--- config.mk ---
export PLATFORM = sky130hd
export DESIGN_NAME = rr_stream_mux
export DESIGN_NICKNAME = d
export VERILOG_FILES = /design/src/rtl/rr_stream_mux_pkg.sv /design/src/rtl/rr_arbiter.sv /design/src/rtl/rr_stream_mux.sv
export SDC_FILE = /design/constraint.sdc
export NUM_CORES = 1
export LEC_CHECK = 0
export CAP_MARGIN = 20
export CELL_PAD_IN_SITES_DETAIL_PLACEMENT = 0
export CELL_PAD_IN_SITES_GLOBAL_PLACEMENT = 1
export CORE_AREA = 5 5 102 104
export CTS_BUF_LIST = sky130_fd_sc_hd__clkbuf_4 sky130_fd_sc_hd__clkbuf_8 sky130_fd_sc_hd__clkbuf_16
export CTS_CLUSTER_SIZE = 40
export DETAILED_ROUTE_END_ITERATION = 16
export DIE_AREA = 0 0 107 109
export GPL_ROUTABILITY_DRIVEN = 0
export GPL_TIMING_DRIVEN = 0
export PLACE_DENSITY_LB_ADDON = 0.25
export REMOVE_ABC_BUFFERS = 1
export SLEW_MARGIN = 20
export SYNTH_ARGS = -nofsm -noshare
export SYNTH_HDL_FRONTEND = slang
export SYNTH_SLANG_ARGS = --single-unit
export TNS_END_PERCENT = 1
--- constraint.sdc ---
create_clock -name clk -period 2.6 [get_ports clk]
set_clock_uncertainty 0.05 [all_clocks]
set_input_delay 0.52 -clock clk [delete_from_list [all_inputs] [get_ports clk]]
set_output_delay 0.52 -clock clk [all_outputs]
set_load 0.05 [all_outputs]
--- src/rtl/rr_stream_mux_pkg.sv ---
// rr_stream_mux_pkg: shared constants and index helpers for the round-robin stream mux.
package rr_stream_mux_pkg;

  localparam int MAX_IN = 256;
  localparam int RST_PTR = 0;

  function automatic int unsigned onehot_idx(input logic [MAX_IN-1:0] oh);
    int unsigned idx;
    idx = 0;
    for (int i = 0; i < MAX_IN; i++)
      if (oh[i]) idx = idx | int'(i);
    return idx;
  endfunction

  function automatic int unsigned next_idx(input int unsigned idx, input int unsigned n);
    return (idx + 1 == n) ? 0 : idx + 1;
  endfunction

endpackage

--- src/rtl/rr_arbiter.sv ---
// rr_arbiter: rotating-priority grant over req; RR_STREAM_MUX_FIXED_PRIO_EN selects fixed lowest-index priority.
module rr_arbiter
  import rr_stream_mux_pkg::*;
#(
  parameter int NUM_IN = 4,
  localparam int SEL_W = $clog2(NUM_IN)
) (
  input  logic              clk,
  input  logic              rst,
  input  logic [NUM_IN-1:0] req,
  input  logic              advance,
  output logic [NUM_IN-1:0] grant,
  output logic [SEL_W-1:0]  grant_idx
);

  logic [NUM_IN-1:0] pick;

`ifdef RR_STREAM_MUX_FIXED_PRIO_EN
  logic unused;
  assign unused = ^{clk, rst, advance};
  always_comb pick = req;
`else
  logic [SEL_W-1:0]  ptr;
  logic [NUM_IN-1:0] masked;
  // requests at or above ptr win; otherwise wrap to the lowest request
  always_comb begin
    masked = req & ({NUM_IN{1'b1}} << ptr);
    pick = |masked ? masked : req;
  end
  always_ff @(posedge clk)
    if (rst) ptr <= SEL_W'(RST_PTR);
    else if (advance) ptr <= SEL_W'(next_idx(int'(grant_idx), NUM_IN));
`endif

  always_comb begin
    grant = pick & (~pick + NUM_IN'(1));
    grant_idx = SEL_W'(onehot_idx(MAX_IN'(grant)));
  end

endmodule

--- src/rtl/rr_stream_mux.sv ---
// rr_stream_mux: N-to-1 valid/ready stream mux with round-robin arbitration and one registered output stage.
module rr_stream_mux
  import rr_stream_mux_pkg::*;
#(
  parameter int WIDTH = 32,
  parameter int NUM_IN = 4,
  localparam int SEL_W = $clog2(NUM_IN)
) (
  input  logic                    clk,
  input  logic                    rst,
  input  logic [NUM_IN*WIDTH-1:0] in_data,
  input  logic [NUM_IN-1:0]       in_valid,
  output logic [NUM_IN-1:0]       in_ready,
  output logic [WIDTH-1:0]        out_data,
  output logic [SEL_W-1:0]        out_sel,
  output logic                    out_valid,
  input  logic                    out_ready
);

  logic [NUM_IN-1:0] grant;
  logic [SEL_W-1:0]  grant_idx;
  logic              can_load;
  logic              take;

  rr_arbiter #(.NUM_IN(NUM_IN)) u_arb (
    .clk(clk),
    .rst(rst),
    .req(in_valid),
    .advance(take),
    .grant(grant),
    .grant_idx(grant_idx)
  );

  always_comb begin
    can_load = ~out_valid | out_ready;
    in_ready = grant & {NUM_IN{can_load & ~rst}};
    take = can_load & ~rst & (|grant);
  end

  always_ff @(posedge clk)
    if (rst) begin
      out_valid <= 1'b0;
      out_data <= '0;
      out_sel <= '0;
    end else if (take) begin
      out_valid <= 1'b1;
      out_data <= in_data[grant_idx*WIDTH +: WIDTH];
      out_sel <= grant_idx;
    end else if (out_ready) out_valid <= 1'b0;

endmodule

==> results.toml, run 1 <==
[final_layout]
seq_area_um2 = 741
fill_cells = 911
multi_input_area_um2 = 1490
syn_to_final_growth_pct = 83.8
fin_nets = 535
fin_util_pct = 46.0
diodes = 0
drive_gt1_share_pct = 16.8

[worst_setup_path]
crit_chain = "clkdlybuf4s50_1 -> nor2_4 -> o21ai_1 -> nor4_2 -> buf_4"
critPathTopFamily = "buffers and inverters"
end_kind = "primary output"
path_max_fanout = 5
path_buf_inv = 2
crit_required_ns = 2.03
start_kind = "input pin"
slowest_delay_ns = 0.54
crit_type = "input pin to primary output"
crit_arrival_ns = 1.96
cp_slowest_cell = "clkdlybuf4s50_1"

[cts]
cts.sinks = 37
cts_buffers = 5
cts_hold_buf = 0
clk_pin_slew_ns = 0.07
h-tree-depth = 2
clock_latency_ns = 0.28
cts_tree = "yes"
ctsRootBufferMaster = "clkbuf_8"
clockBufferDepth = 2

[timing]
fmax_ghz = 0.395
whs_ns = 0.415
slew_headroom_pct = 59.2
finalSetupViolCount = 0
fin_crit_ns = 2.53
grt_setup_unrepaired = "false"
final-max-slew-violation-count = 0
fin_crit_sh_pct = 97.3
tightestPinTransition_ns = 0.612
hold_viol = 0
setup_ws_ns = 0.0714

[outcome]
status = "finished, final reports clean"

[yosys]
ys_warn_count = 0
synth_cells = 234
yosysMostFrequentCell = "dfxtp_1"
ys_top_cells_by_count = "37 x dfxtp_1, 35 x nand2_1, 33 x mux2i_1, 32 x o22ai_1, 30 x o221ai_2"
synth_edf_count = 0
synthTopCellsByArea = "dfxtp_1 31%, o221ai_2 19%, mux2i_1 14%"
synth-seq-cells = 37
syn_area_um2 = 2370
synthFlopType = "dfxtp_1"
ys_seq_area_share_pct = 31.3
yosys.area.top_type = "dfxtp_1"
synth.distinct_cells = 34
synth_top_cell_area_share_pct = 31.3
synthArstFlopShare_pct = 0
synth.avg_cell_area_um2 = 10.1

[global_route]
grt_pass1_wl_um = 13400
antenna_found_initial = 0
grt_max_degree = 33
first_global_vias = 2607
grt_util_all_layers_pct = 14.4
grt_overflow = 0

[pwr]
power.leakage_uw = 0.00168
vdd_drop_max_mv = 0.222
p_clk_share_pct = 18.2
power_switching_uw = 908
internal_power_uw = 1420
swShare_pct = 38.9
sequentialPowerShare_pct = 30.4
combPwrFrac_pct = 51.4
powerDensity_nw_per_um2 = 536

[routing]
dr.pass1.iters = 4
num_vias = 2562
via_per_inst = 4.98
ant_nets = 0
finalWirelength_um = 8770
wl_per_cell_um = 17.1
drtIter0Drc = 72
drc = 0

[floorplan]
core_um2 = 9460
placementRows = 36
die-height_um = 109
die_area_um2 = 11700
start_util_pct = 25.0
die_x_um = 107
num_io_pins = 174

[placed_design]
dp_hpwl_um = 6830
io_buffer_count = 173
place_ws_ns = -0.716

[run]
drv_cap = 0

[worst_hold_path]
hold_class = "register to register"
per-stage QoR:
step                power [uW]  cells  setup TNS [ns]  cell area, um2
floorplan                 1410    213          -92.55            2170
global placement          1900    500         -180.47            4050
detailed placement        1920    506          -14.56            4240
CTS                       2370    514         -0.0611            4350
global route              2460    514               0            4350
finish                    2330    514               0            4350
power groups by stage:
stage	Combinational, uW	Sequential, uW	Clock, uW
floorplan	387	1020	0
global placement	1180	716	0
global route	1270	719	474
CTS	1210	709	449
detailed placement	1210	717	0
finish	1200	708	425
placed cells by master (no fill, tap or decap), types with 4 or more instances in the layout:
cell and n:
mux2i_1 33, clkbuf_8 6, clkdlybuf4s50_1 166, nor2_4 4, dfxtp_1 37, nand2_1 34
o22ai_1 32, o221ai_2 30, buf_16 5, nor2_1 10
flip-flops by register name, indices dropped and copies added, names as in the netlist:
register / count
out_valid: 1
out_data: 32
out_sel: 2
u_arb.ptr: 2
cell type report:
class / count / area share (%)
Sequential cell: 37 / 17.0
Multi-Input combinational cell: 172 / 34.1
Tap cell: 114 / 3.28
Timing Repair Buffer: 180 / 43.2
Clock buffer: 7 / 2.07
Inverter: 4 / 0.345
worst paths after layout:
path | start | depth (start not counted) | slack (ns) | to
min reg2reg | out_sel[1]$_SDFFE_PP0P_ | 1 | 0.41 | out_sel[1]$_SDFFE_PP0P_
min | out_sel[1]$_SDFFE_PP0P_ | 1 | 0.41 | out_sel[1]$_SDFFE_PP0P_
max | in_valid[3] | 5 | 0.07 | in_ready[1]
max reg2reg | u_arb.ptr[1]$_SDFFE_PP0P_ | 5 | 0.52 | out_data[0]$_SDFFE_PP0P_
what timing repair did:
action                                 CTS  global route
pin swaps                                1             0
setup endpoints to repair               31            12
endpoints found under the hold margin    0             0
setup buffers                            1             0
resized for setup                       23            12
kinds of logic after synthesis:
kind of cell,count (synthesis),share of synthesized area (%)
DFF,37,31.3
AOI/OAI and AO/OA,82,35.4
muxes,33,13.9
and+or+nand+nor,57,10.4
buffers and inverters,25,8.98
routing by layer:
metal / global-route usage, % / wire length (um) / vias to the layer above
li1: - / - / 1255
met1: 18.3 / 3620 / 1212
met2: 24.7 / 4550 / 90
met3: 3.67 / 519 / 5
met4: 3.01 / 76 / 0
met5: 0 / 0 / -
No activity file was read; power rests on OpenSTA's default activity.
==> inputs of run 2 (changes only) <==
CAP_MARGIN = default   (was 20)
==> results.toml, run 2 (synthesis gave the netlist of run 1 again) <==
[routing]
dr.pass1.iters = 4
num_vias = 2562
wl_per_cell_um = 17.1
finalWirelength_um = 8770
drc = 0
ant_nets = 0
via_per_inst = 4.98
drtIter0Drc = 72

[timing]
fmax_ghz = 0.395
final-max-slew-violation-count = 0
grt_setup_unrepaired = "false"
finalSetupViolCount = 0
fin_crit_sh_pct = 97.3
hold_viol = 0
fin_crit_ns = 2.53
tightestPinTransition_ns = 0.612
slew_headroom_pct = 59.2

[final_layout]
diodes = 0
seq_area_um2 = 741
drive_gt1_share_pct = 16.8
regMostFlops = "out_data"
largest_reg_flops = 32
layout.cells.non_filler = 514
syn_to_final_growth_pct = 83.8
fin_nets = 535
layout_common_cells = "166 x clkdlybuf4s50_1, 37 x dfxtp_1, 34 x nand2_1"
largest_registers = "out_data: 32 flops, out_sel: 2 flops, u_arb.ptr: 2 flops"
multi_input_area_um2 = 1490
fill_cells = 911
final_common_cell = "clkdlybuf4s50_1"

[cts]
clk_pin_slew_ns = 0.07
h-tree-depth = 2
clock_latency_ns = 0.28
ctsRootBufferMaster = "clkbuf_8"
cts.sinks = 37
cts_tree = "yes"
cts_buffers = 5
clockBufferDepth = 2

[pwr]
combPwrFrac_pct = 51.4
internal_power_uw = 1420
sequentialPowerShare_pct = 30.4
power.leakage_uw = 0.00168
power_uw = 2330
p_clk_share_pct = 18.2
powerDensity_nw_per_um2 = 536
vdd_drop_max_mv = 0.222
swShare_pct = 38.9
power_switching_uw = 908

[global_route]
grt_pass1_wl_um = 13400
antenna_found_initial = 0
grt_max_degree = 33
grt_overflow = 0
grt_util_all_layers_pct = 14.4
first_global_vias = 2607

[floorplan]
die-height_um = 109
core_um2 = 9460
die_x_um = 107
die_area_um2 = 11700
num_io_pins = 174
start_util_pct = 25.0
placementRows = 36

[worst_setup_path]
crit_arrival_ns = 1.96
path_max_fanout = 5
end_kind = "primary output"
crit_required_ns = 2.03
crit_type = "input pin to primary output"
start_kind = "input pin"

[placed_design]
dp_hpwl_um = 6830
io_buffer_count = 173
placed_cells = 506

[outcome]
status = "finished, final reports clean"

[worst_hold_path]
hold_class = "register to register"

[run]
drv_cap = 0
## run 2: cell counts in the layout (fill, tap and decap cells not counted)
Identical to the previous run, type by type.
## run 2: worst paths after layout
check                            start                  endpoint  slack (ns)  cells past startpoint
max reg2reg  u_arb.ptr[1]$_SDFFE_PP0P_  out_data[0]$_SDFFE_PP0P_        0.52                      5
min reg2reg    out_sel[1]$_SDFFE_PP0P_   out_sel[1]$_SDFFE_PP0P_        0.41                      1
min            out_sel[1]$_SDFFE_PP0P_   out_sel[1]$_SDFFE_PP0P_        0.41                      1
max                        in_valid[3]               in_ready[1]        0.07                      5
## run 2: cell type report
| type | count | share of cell area [%] |
|---|---|---|
| Clock buffer | 7 | 2.07 |
| Inverter | 4 | 0.345 |
| Multi-Input combinational cell | 172 | 34.1 |
| Sequential cell | 37 | 17.0 |
| Tap cell | 114 | 3.28 |
| Timing Repair Buffer | 180 | 43.2 |
## run 2: routing by layer
metal  wire, um  global-route usage [%]  share of wire, %  vias up
met5          0                       0                 0        -
met4         76                    3.01              0.87        0
met3        519                    3.67               5.9        5
met2       4550                    24.7                52       90
met1       3620                    18.3                41     1212
li1           -                       -                 -     1255
## run 2: what timing repair did
action | CTS | global route
hold buffers | 0 | 0
gates resized for setup | 23 | 12
gates cloned | 0 | 0
pin swaps | 1 | 0
endpoints found under the setup margin | 31 | 12
endpoints found under the hold margin | 0 | 0
buffers inserted | 1 | 0
## run 2: power groups by stage
stage	registers [uW]	logic (uW)	clock network [uW]
2_1_floorplan	1020	387	0
3_3_place_gp	716	1180	0
3_5_place_dp	717	1210	0
4_1_cts	709	1210	449
5_1_grt	719	1270	474
6_report	708	1200	425
## run 2: per-stage QoR
step / util, % / TNS, ns / instance area [um2] / worst slack [ns] / hold WS, ns
after global placement: 42.8 / -180.47 / 4050 / -5.75 / 0.395
final: 46.0 / 0 / 4350 / 0.0714 / 0.415
after CTS: 46.0 / -0.0611 / 4350 / -0.0611 / 0.421
after floorplan: - / -92.55 / 2170 / -2.89 / 0.491
after detailed placement: 44.8 / -14.56 / 4240 / -0.716 / 0.398
after global routing: 46.0 / 0 / 4350 / 0.00666 / 0.428
## run 2: critical path, stage by stage
cell	delay (ns)
clkdlybuf4s50_1	0.54
nor2_4	0.20
o21ai_1	0.14
nor4_2	0.28
buf_4	0.27
==> inputs of run 3 (changes only) <==
PLACE_DENSITY_LB_ADDON = 0.1   (was 0.25)
==> results.toml, run 3 (synthesis gave the netlist of run 1 again) <==
[placed_design]
io_buffer_count = 173
place_area_um2 = 4240
dp_hpwl_um = 6950
placed_cells = 506

[global_route]
grt_max_degree = 33
grt_util_all_layers_pct = 14.6
first_global_vias = 2631
antenna_found_initial = 0
grt_pass1_wl_um = 13600
grt_overflow = 0

[pwr]
vdd_drop_max_mv = 0.227
p_clk_share_pct = 21.3
power.leakage_uw = 0.00168
internal_power_uw = 1530
swShare_pct = 37.1
sequentialPowerShare_pct = 29.2
powerDensity_nw_per_um2 = 555
power_switching_uw = 902
combPwrFrac_pct = 49.5

[timing]
fin_crit_sh_pct = 97.7
hold_viol = 0
fin_tns_setup_ns = 0
fin_crit_ns = 2.54
finalSetupViolCount = 0
fmax_ghz = 0.394
slew_headroom_pct = 61.6
tightestPinTransition_ns = 0.576
grt_setup_unrepaired = "true"
final-max-slew-violation-count = 0

[final_layout]
final_cell_area_um2 = 4380
fin_nets = 536
layout_common_cells = "167 x clkdlybuf4s50_1, 37 x dfxtp_1, 34 x nand2_1"
regMostFlops = "out_data"
largest_reg_flops = 32
layout.cells.non_filler = 516
largest_registers = "out_data: 32 flops, out_sel: 2 flops, u_arb.ptr: 2 flops"
fill_cells = 918
final_common_cell = "clkdlybuf4s50_1"
diodes = 0
drive_gt1_share_pct = 16.7
syn_to_final_growth_pct = 84.9
fin_util_pct = 46.3

[floorplan]
num_io_pins = 174
die_x_um = 107
core_um2 = 9460
start_util_pct = 25.0
die-height_um = 109
placementRows = 36
die_area_um2 = 11700

[worst_setup_path]
reg2reg_slack_ns = 0.51
crit_type = "input pin to primary output"
start_kind = "input pin"
cp_slowest_cell = "clkdlybuf4s50_1"
crit_chain = "clkdlybuf4s50_1 -> nor2b_2 -> nor2_1 -> nor2_1 -> o22ai_1 -> and3_2 -> buf_2"
end_kind = "primary output"
crit_arrival_ns = 1.97
path_max_fanout = 6
crit_required_ns = 2.03
regToRegEndpoint = "out_data[20]$_SDFFE_PP0P_"
crit_top_cell = "nor2_1"
slowest_delay_ns = 0.56
reg2reg_from = "u_arb.ptr[0]$_SDFFE_PP0P_"
worstRegToRegCells = 7

[cts]
cts_tree = "yes"
clock_latency_ns = 0.28
cts.sinks = 37
cts_buffers = 5
clockBufferDepth = 2
ctsRootBufferMaster = "clkbuf_8"
clk_pin_slew_ns = 0.07
cts_hold_buf = 0
h-tree-depth = 2

[routing]
dr.pass1.iters = 4
ant_nets = 0
via_per_inst = 4.86
wl_per_cell_um = 16.9
num_vias = 2509
drtIter0Drc = 75
drc = 0
finalWirelength_um = 8740

[run]
drv_cap = 0

[worst_hold_path]
min_delay_worst_endpoint = "out_data[30]$_SDFFE_PP0P_"
hold_path_depth = 2
holdCritStartpoint = "out_data[30]$_SDFFE_PP0P_"
hold_class = "register to register"

[outcome]
status = "finished, final reports clean"
==> run 3: changes by cell type in the layout (fill, tap and decap cells not counted), moves of 2 or more <==
cell / previous run / this run
nor2_2: 0 / 2
nor2_4: 4 / 2
nor2b_1: 0 / 2
nor2b_2: 3 / 1
==> run 3: how the worst max path moves through the flow <==
stage	startpoint	to
3_5_place_dp	in_valid[0]	in_ready[1]
3_3_place_gp	in_valid[3]	out_data[19]$_SDFFE_PP0P_
6_report	in_valid[2]	in_ready[0]
4_1_cts	in_valid[3]	in_ready[1]
5_1_grt	in_valid[2]	in_ready[3]
2_1_floorplan	in_valid[3]	out_data[10]$_SDFFE_PP0P_
==> run 3: routing by layer <==
metal | vias up | GRT usage (%) | routed length, um
met3 | 4 | 5.51 | 754
li1 | 1249 | - | -
met5 | - | 0 | 0
met4 | 0 | 3.47 | 69
met1 | 1155 | 17.3 | 3510
met2 | 101 | 25.1 | 4410
==> run 3: power by group through the flow <==
stage | clock (uW) | sequential [uW] | combinational [uW]
floorplan | 0 | 1020 | 387
global placement | 0 | 716 | 1180
detailed placement | 0 | 721 | 1210
CTS | 553 | 711 | 1220
global route | 577 | 722 | 1270
finish | 519 | 710 | 1200
==> run 3: final cells by class <==
class	instances	area, um2	share of cell area (%)
repair buffers	181	1890	43.1
multi-input cells	172	1470	33.6
flip-flops and latches	37	741	16.9
well taps	114	143	3.26
clock buffers	7	90.1	2.06
clock inverters	1	30.0	0.686
inverters	4	15.0	0.343
==> run 3: through the flow <==
step | power, uW | hold WS [ns] | setup WS (ns)
2_1_floorplan | 1410 | 0.491 | -2.89
3_3_place_gp | 1900 | 0.394 | -5.73
3_5_place_dp | 1930 | 0.396 | -0.630
4_1_cts | 2480 | 0.424 | 0.00640
5_1_grt | 2570 | 0.442 | -0.0628
6_report | 2430 | 0.416 | 0.0589
==> run 3: what timing repair did <==
| item | CTS | global route |
|---|---|---|
| buffers inserted | 2 | 0 |
| pin swaps | 1 | 0 |
| gates resized for setup | 26 | 3 |
| endpoints found under the setup margin | 21 | 3 |
==> run 3: critical path: cells and delay by family <==
family | cells | cell delay, ns
buffers and inverters | 2 | 0.77
AO/OA/AOI/OAI | 1 | 0.07
AND/OR/NAND/NOR | 4 | 0.62
